===== src/rtl/ifetch.sv =====
// Instruction fetch stage: PC register, req/ack fetch from instruction memory,
// branch redirect. Optional performance counters enabled with IFETCH_PERF_EN.
module ifetch #(
   parameter logic [31:0] RESET_PC = 32'h0000_0000
) (
   input  logic        clock,
   input  logic        reset,
   output logic        imem_req,
   output logic [31:0] imem_addr,
   input  logic        imem_ack,
   input  logic [31:0] imem_rdata,
   output logic        inst_valid,
   input  logic        inst_ready,
   output logic [31:0] instruction,
   output logic [5:0]  opcode,
   output logic [31:0] pc_out,
   output logic [31:0] pc_plus4,
   input  logic        branch,
   input  logic        zero
`ifdef IFETCH_PERF_EN
   ,
   output logic [31:0] fetch_count,
   output logic [31:0] stall_count
`endif
);

   localparam logic [31:0] ALIGNED_RESET_PC = {RESET_PC[31:2], 2'b00};

   typedef enum logic [1:0] {
      S_IDLE,
      S_REQ,
      S_VALID
   } state_t;

   state_t      r_state;
   state_t      w_nextState;
   logic [31:0] r_pc;
   logic [31:0] r_instruction;
   logic        r_req;
   logic        r_valid;
   logic        w_capture;
   logic        w_accept;
   logic        w_taken;
   logic [31:0] w_target;
   logic [31:0] w_nextPc;

   always_comb begin
      w_nextState = r_state;
      w_capture   = 1'b0;
      w_accept    = 1'b0;
      case (r_state)
         S_IDLE: begin
            w_nextState = S_REQ;
         end
         S_REQ: begin
            if (imem_ack) begin
               w_capture   = 1'b1;
               w_nextState = S_VALID;
            end
         end
         S_VALID: begin
            if (inst_ready) begin
               w_accept    = 1'b1;
               w_nextState = S_REQ;
            end
         end
         default: begin
            w_nextState = S_IDLE;
         end
      endcase
   end

   // Branch offset is the sign-extended word offset relative to the next sequential PC.
   assign w_target = r_pc + 32'd4 + {{14{r_instruction[15]}}, r_instruction[15:0], 2'b00};
   assign w_taken  = branch & zero;
   assign w_nextPc = w_taken ? w_target : (r_pc + 32'd4);

   // Request and valid flags are registered from the next state so they stay glitch-free.
   always_ff @(posedge clock or posedge reset) begin
      if (reset) begin
         r_state       <= S_IDLE;
         r_pc          <= ALIGNED_RESET_PC;
         r_instruction <= 32'd0;
         r_req         <= 1'b0;
         r_valid       <= 1'b0;
      end else begin
         r_state <= w_nextState;
         r_req   <= (w_nextState == S_REQ);
         r_valid <= (w_nextState == S_VALID);
         if (w_capture) begin
            r_instruction <= imem_rdata;
         end
         if (w_accept) begin
            r_pc <= w_nextPc;
         end
      end
   end

   assign imem_req    = r_req;
   assign imem_addr   = r_pc;
   assign inst_valid  = r_valid;
   assign instruction = r_instruction;
   assign opcode      = r_instruction[31:26];
   assign pc_out      = r_pc;
   assign pc_plus4    = r_pc + 32'd4;

`ifdef IFETCH_PERF_EN
   logic [31:0] r_fetchCount;
   logic [31:0] r_stallCount;

   // A stall is any cycle spent waiting on memory or on the consumer.
   always_ff @(posedge clock or posedge reset) begin
      if (reset) begin
         r_fetchCount <= 32'd0;
         r_stallCount <= 32'd0;
      end else begin
         if (w_capture) begin
            r_fetchCount <= r_fetchCount + 32'd1;
         end
         if (((r_state == S_REQ) && !imem_ack) || ((r_state == S_VALID) && !inst_ready)) begin
            r_stallCount <= r_stallCount + 32'd1;
         end
      end
   end

   assign fetch_count = r_fetchCount;
   assign stall_count = r_stallCount;
`endif

endmodule


===== config.mk =====
export PLATFORM = sky130hd
export DESIGN_NAME = ifetch
export DESIGN_NICKNAME = d
export VERILOG_FILES = /design/src/rtl/ifetch.sv
export SDC_FILE = /design/constraint.sdc
export NUM_CORES = 1
export LEC_CHECK = 0
export BUFFER_PORTS_ARGS = -buffer_cell sky130_fd_sc_hd__buf_2
export CORE_MARGIN = 1
export CORE_UTILIZATION = 30
export DETAILED_ROUTE_END_ITERATION = 6
export PLACE_DENSITY = 0.57
export SLEW_MARGIN = 20
export SYNTH_ARGS = -nofsm -noshare
export SYNTH_HDL_FRONTEND = slang
export SYNTH_SLANG_ARGS = --single-unit

===== constraint.sdc =====
create_clock -name clock -period 7.4 [get_ports clock]
set_clock_uncertainty 0.1 [all_clocks]
set_input_delay 0.74 -clock clock [delete_from_list [all_inputs] [get_ports clock]]
set_output_delay 0.74 -clock clock [all_outputs]
set_load 0.02 [all_outputs]

---- Yosys cells after proc, flatten, opt, wreduce, memory -nomap -nowiden ----
Cells that the tools add are included.
operators by class
  equal/unequal tests ..................... 4
  reduce and logical (&&, ||, !) cells .... 1
  add/sub/neg operators ................... 2
  muxes and demuxes ....................... 8
  bitwise logic cells ..................... 1
operators with widths
  operator                                                          number
  32-bit by 3-bit adder with 32-bit output (second input constant)  1
  32-bit adder                                                      1
  32-bit 2-to-1 mux                                                 1
  2-bit one-hot mux with 3 select lines                             1
  2-bit by 1-bit == test with 1-bit output (second input constant)  2
  2-bit == test (second input constant)                             2
  1-bit 2-to-1 mux                                                  4
  2-bit 2-to-1 mux                                                  2
  2-bit zero test                                                   1
  1-bit bitwise AND                                                 1
word-level totals
  input port bits ......................... 38
  logic and storage cells ................. 21
  flip-flop bits (word level) ............. 68
  output and inout port bits .............. 136

---- Logic depth before layout (Yosys ltp) ----
  depth in word-level cells ............... 3
  mapped depth ............................ 18
  depth with buffers taken out ............ 17

---- Worst setup path after synthesis ----
No wires, ideal clock.
  kind .................................... register -> register
  start ................................... register r_pc[2], in the netlist imem_addr[2]
  end ..................................... register r_pc[31], in the netlist imem_addr[31]
  clock period less this slack ............ 4.639 ns
  cell stages (with the launch flop) ...... 17
  arrival ................................. 4.447 ns
  setup time .............................. 0.092 ns
  path slack .............................. 2.761 ns
  buffers on the path ..................... 0
  data required time ...................... 7.208 ns
  path through ............................ dfrtp_1 ha_1 and3_1 and3_1 and3_1 nand3_1 xnor2_1 ha_1 a211oi_1 nand2_1 a2111o_1 o211ai_2 nand2_1 a2111o_1 a21o_1 and4_1 o31ai_2
on the way
  longest elaborated chain between the ends .. 3
ends and longest elaborated chain
  element                                   line  text
  start: declaration                        37    logic [31:0] r_pc;
  start signal: assignment                  94    r_pc <= w_nextPc;
  32-bit by 3-bit adder with 32-bit output  n/a
  named net pc_plus4[14]                    17    output logic [31:0] pc_plus4,
  32-bit adder                              74    assign w_target = r_pc + 32'd4 + {{14{r_instruction[15]}}, r_instruction[15:0], 2'b00};
  32-bit 2-to-1 mux                         76    assign w_nextPc = w_taken ? w_target : (r_pc + 32'd4);
The timed path passes the listed nets, and every way through them passes these cells.
A chain may end at the register's enable or synchronous reset.

---- Worst setup path in the final report ----
  start ................................... register r_pc[4], in the netlist imem_addr[4]
  end ..................................... register r_pc[31], in the netlist imem_addr[31]
on the way
  longest elaborated chain between the ends .. 3
ends and longest elaborated chain
  element                                       line
  32-bit by 3-bit adder with 32-bit output (*)  74, 76
  32-bit adder                                  74
  32-bit 2-to-1 mux (*)                         76
Every way passes the cells marked *; elsewhere a longest branch is shown, timed or not.

==> impl_metrics.yaml <==
status:
  outcome: "finished clean"
worst_setup_path:
  worst_setup_path_start_kind: "register"
  crit_start: "imem_addr[4]$_DFFE_PP0P_"
  end_kind: "register"
  crit_family: "simple AND/OR/NAND/NOR gates"
  r2r-start: "imem_addr[4]$_DFFE_PP0P_"
  crit_chain: "and3_1, nand3_1, or3_1, nor2_1, nand3_1, xnor2_1, ha_1, o21ai_0, a21oi_1, o21a_1, o21ai_0, nand2_1, a2111o_1, a21o_1, and4_1, o31ai_2"
  cp.required_ns: 7.56
  endpoint: "imem_addr[31]$_DFFE_PP0P_"
  critPathMaxFanout: 7
  crit_cells: 16
  worstPathBufferInverterCount: 0
  critPathMaxStageDelay_ns: 0.52
  critPathKind: "reg -> reg"
  r2r_slack_ns: 2.75
  r2r_cells: 16
  reg2reg_to: "imem_addr[31]$_DFFE_PP0P_"
  slowest_stage: "or3_1"
  worstPathArrival_ns: 4.81
synthesis:
  synth.area.top_cells: "dfrtp_1, ha_1, mux2_2"
  synth_seq_cells: 66
  synth-async-reset-ratio_pct: 100
  synthCells: 604
  yosys-top-cells-count: "dfrtp_1, nor2_1, a21oi_1"
  synth_cell_types: 60
  synth_area_um2: 5310
  synth_top_flop_cell: "dfrtp_1"
  synth_top_area_share_pct: 31.1
  syn_area_per_cell_um2: 8.79
  yosys.area.top_type: "dfrtp_1"
  yosys_warnings: 0
  seq_area_frac_synth_pct: 31.1
  synth_edf_count: 0
  yosysMostFrequentCell: "dfrtp_1"
drt:
  detailroute.via_count: 4747
  drtAntennaViolNets: 0
  drc: 0
  avgRoutedWirePerCell_um: 16.0
  first_pass_iters: 4
  vias_per_cell: 4.98
  drt-initial-drc-count: 187
  wl_mm: 15.2
global_routing:
  grt.total_usage_pct: 16.9
  antenna_found_initial: 0
  overflow: 0
  grt_first_pass_wirelength_mm: 23.7
  grt_pass1_vias: 4431
  grt_start_max_net_pins: 67
place:
  port_buffers: 167
  place_congestion: 0.858
  dp.final_hpwl_mm: 11.4
clock_network:
  cts_hold_buffers: 0
  tritoncts: "built"
  clk_path_buf_depth: 2
  post-cts-setup-buffers: 0
  insertion_delay_ns: 0.35
  htreeDepth: 3
  path_clk_slew_ns: 0.07
  cts_root_buf: "clkbuf_16"
  cts-buffers-inserted: 9
  cts_sinks: 66
  cts_resized: 0
die:
  start_util_pct: 30.7
  die_h_um: 135
  die_x_um: 135
  rows: 48
  num_io_pins: 174
  core_um2: 17300
  die-area_um2: 18200
timing:
  drv_slew: 0
  finalHoldViolations: 0
  final.setup.tns_ns: 0
  fmax_mhz: 215
  setup_viol: 0
  finalCritPeriodShare_pct: 62.8
  max_slew_margin_pct: 39.0
  layout_min_cycle_time_ns: 4.65
  worst_slew_pin_slew_ns: 0.914
  rsz0062_at_grt: "false"
cells_and_area:
  final_layout_size_suffix_gt1_share_pct: 32.4
  area_growth_pct: 19.8
  diodes: 0
  layout.nets: 799
min_path:
  worstHoldStart: "instruction[20]$_DFFE_PP0P_"
  hold_class: "reg -> reg"
pwr:
  clkPwrFrac_pct: 12.4
  powerDensity_nw_per_um2: 578
  p_seq_share_pct: 20.6
  combPwrFrac_pct: 67.0
  power.internal_mw: 1.77
  p_total_mw: 3.67
  vdd_ir_drop_max_v: 0.000251
  switchingPower_mw: 1.90
  leakage_nw: 3.10
  switching_share_pct: 51.8
flow_run:
  drv_cap: 0
## power by group through the flow
stage,clock network [mW],logic [mW],registers (mW)
global placement,0,2.47,0.759
floorplan,0,1.73,0.911
finish,0.455,2.46,0.757
CTS,0.469,2.47,0.761
global route,0.481,2.71,0.793
detailed placement,0,2.46,0.767
## logic make-up after synthesis
| logic type | share of synthesized area, % |
|---|---|
| compound gates | 18.7 |
| xor+xnor | 8.39 |
| fa+ha+maj | 8.86 |
| mux | 7.78 |
| buf+inv | 8.74 |
| other cells | 0.0706 |
| simple gates | 16.4 |
| flops | 31.1 |
## registers in the layout, indices dropped and copies added (netlist names)
register and count:
imem_req 1, instruction 32, r_state 2, inst_valid 1, imem_addr 30
## routing by layer
| metal | global-route usage (%) | part of all wire [%] | vias to the layer above | wire length (um) |
|---|---|---|---|---|
| li1 | - | - | 2362 | - |
| met4 | 3.37 | 0.76 | 0 | 115 |
| met3 | 4.69 | 7.1 | 10 | 1080 |
| met2 | 28.1 | 48 | 157 | 7230 |
| met5 | 0 | 0 | - | 0 |
| met1 | 21.8 | 45 | 2218 | 6790 |
## cells in the final DEF (no fill, tap or decap), drive strengths merged, types with 7 or more instances in the layout
cell type  instances
a21o              16
a21oi             48
a22oi              7
a31oi              7
and3              12
buf              172
clkbuf             9
dfrtp             66
ha                36
inv               13
mux2              34
nand2             45
nand3             26
nor2              57
o21ai             40
xnor2             24
xor2              26
## how the worst min path moves through the flow
stage / to / slack [ns] / cells after the start
6_report: instruction[20]$_DFFE_PP0P_ / 0.40 / 1
5_1_grt: instruction[20]$_DFFE_PP0P_ / 0.42 / 1
4_1_cts: instruction[20]$_DFFE_PP0P_ / 0.40 / 1
3_5_place_dp: instruction[20]$_DFFE_PP0P_ / 0.39 / 1
3_3_place_gp: instruction[17]$_DFFE_PP0P_ / 0.38 / 1
2_1_floorplan: inst_valid$_DFF_PP0_ / 0.40 / 1
## per-stage QoR
step	setup WS, ns	hold WS (ns)	instance area (um^2)	cells	util [%]
final	2.75	0.397	6360	954	36.8
after global routing	2.32	0.420	6360	954	36.8
after CTS	2.75	0.404	6360	954	36.8
after detailed placement	2.77	0.388	6050	938	35.0
after global placement	2.90	0.381	6050	938	35.0
after floorplan	2.76	0.395	5330	609	-
## area by class of cell
type	instances	area, um^2
fillers	1800	10900
multi-input cells	466	3210
flip-flops and latches	66	1650
repair buffers	172	873
well taps	225	282
clock buffers	9	225
clock inverters	7	81.3
inverters	9	33.8
No activity file was read; power rests on OpenSTA's default activity.
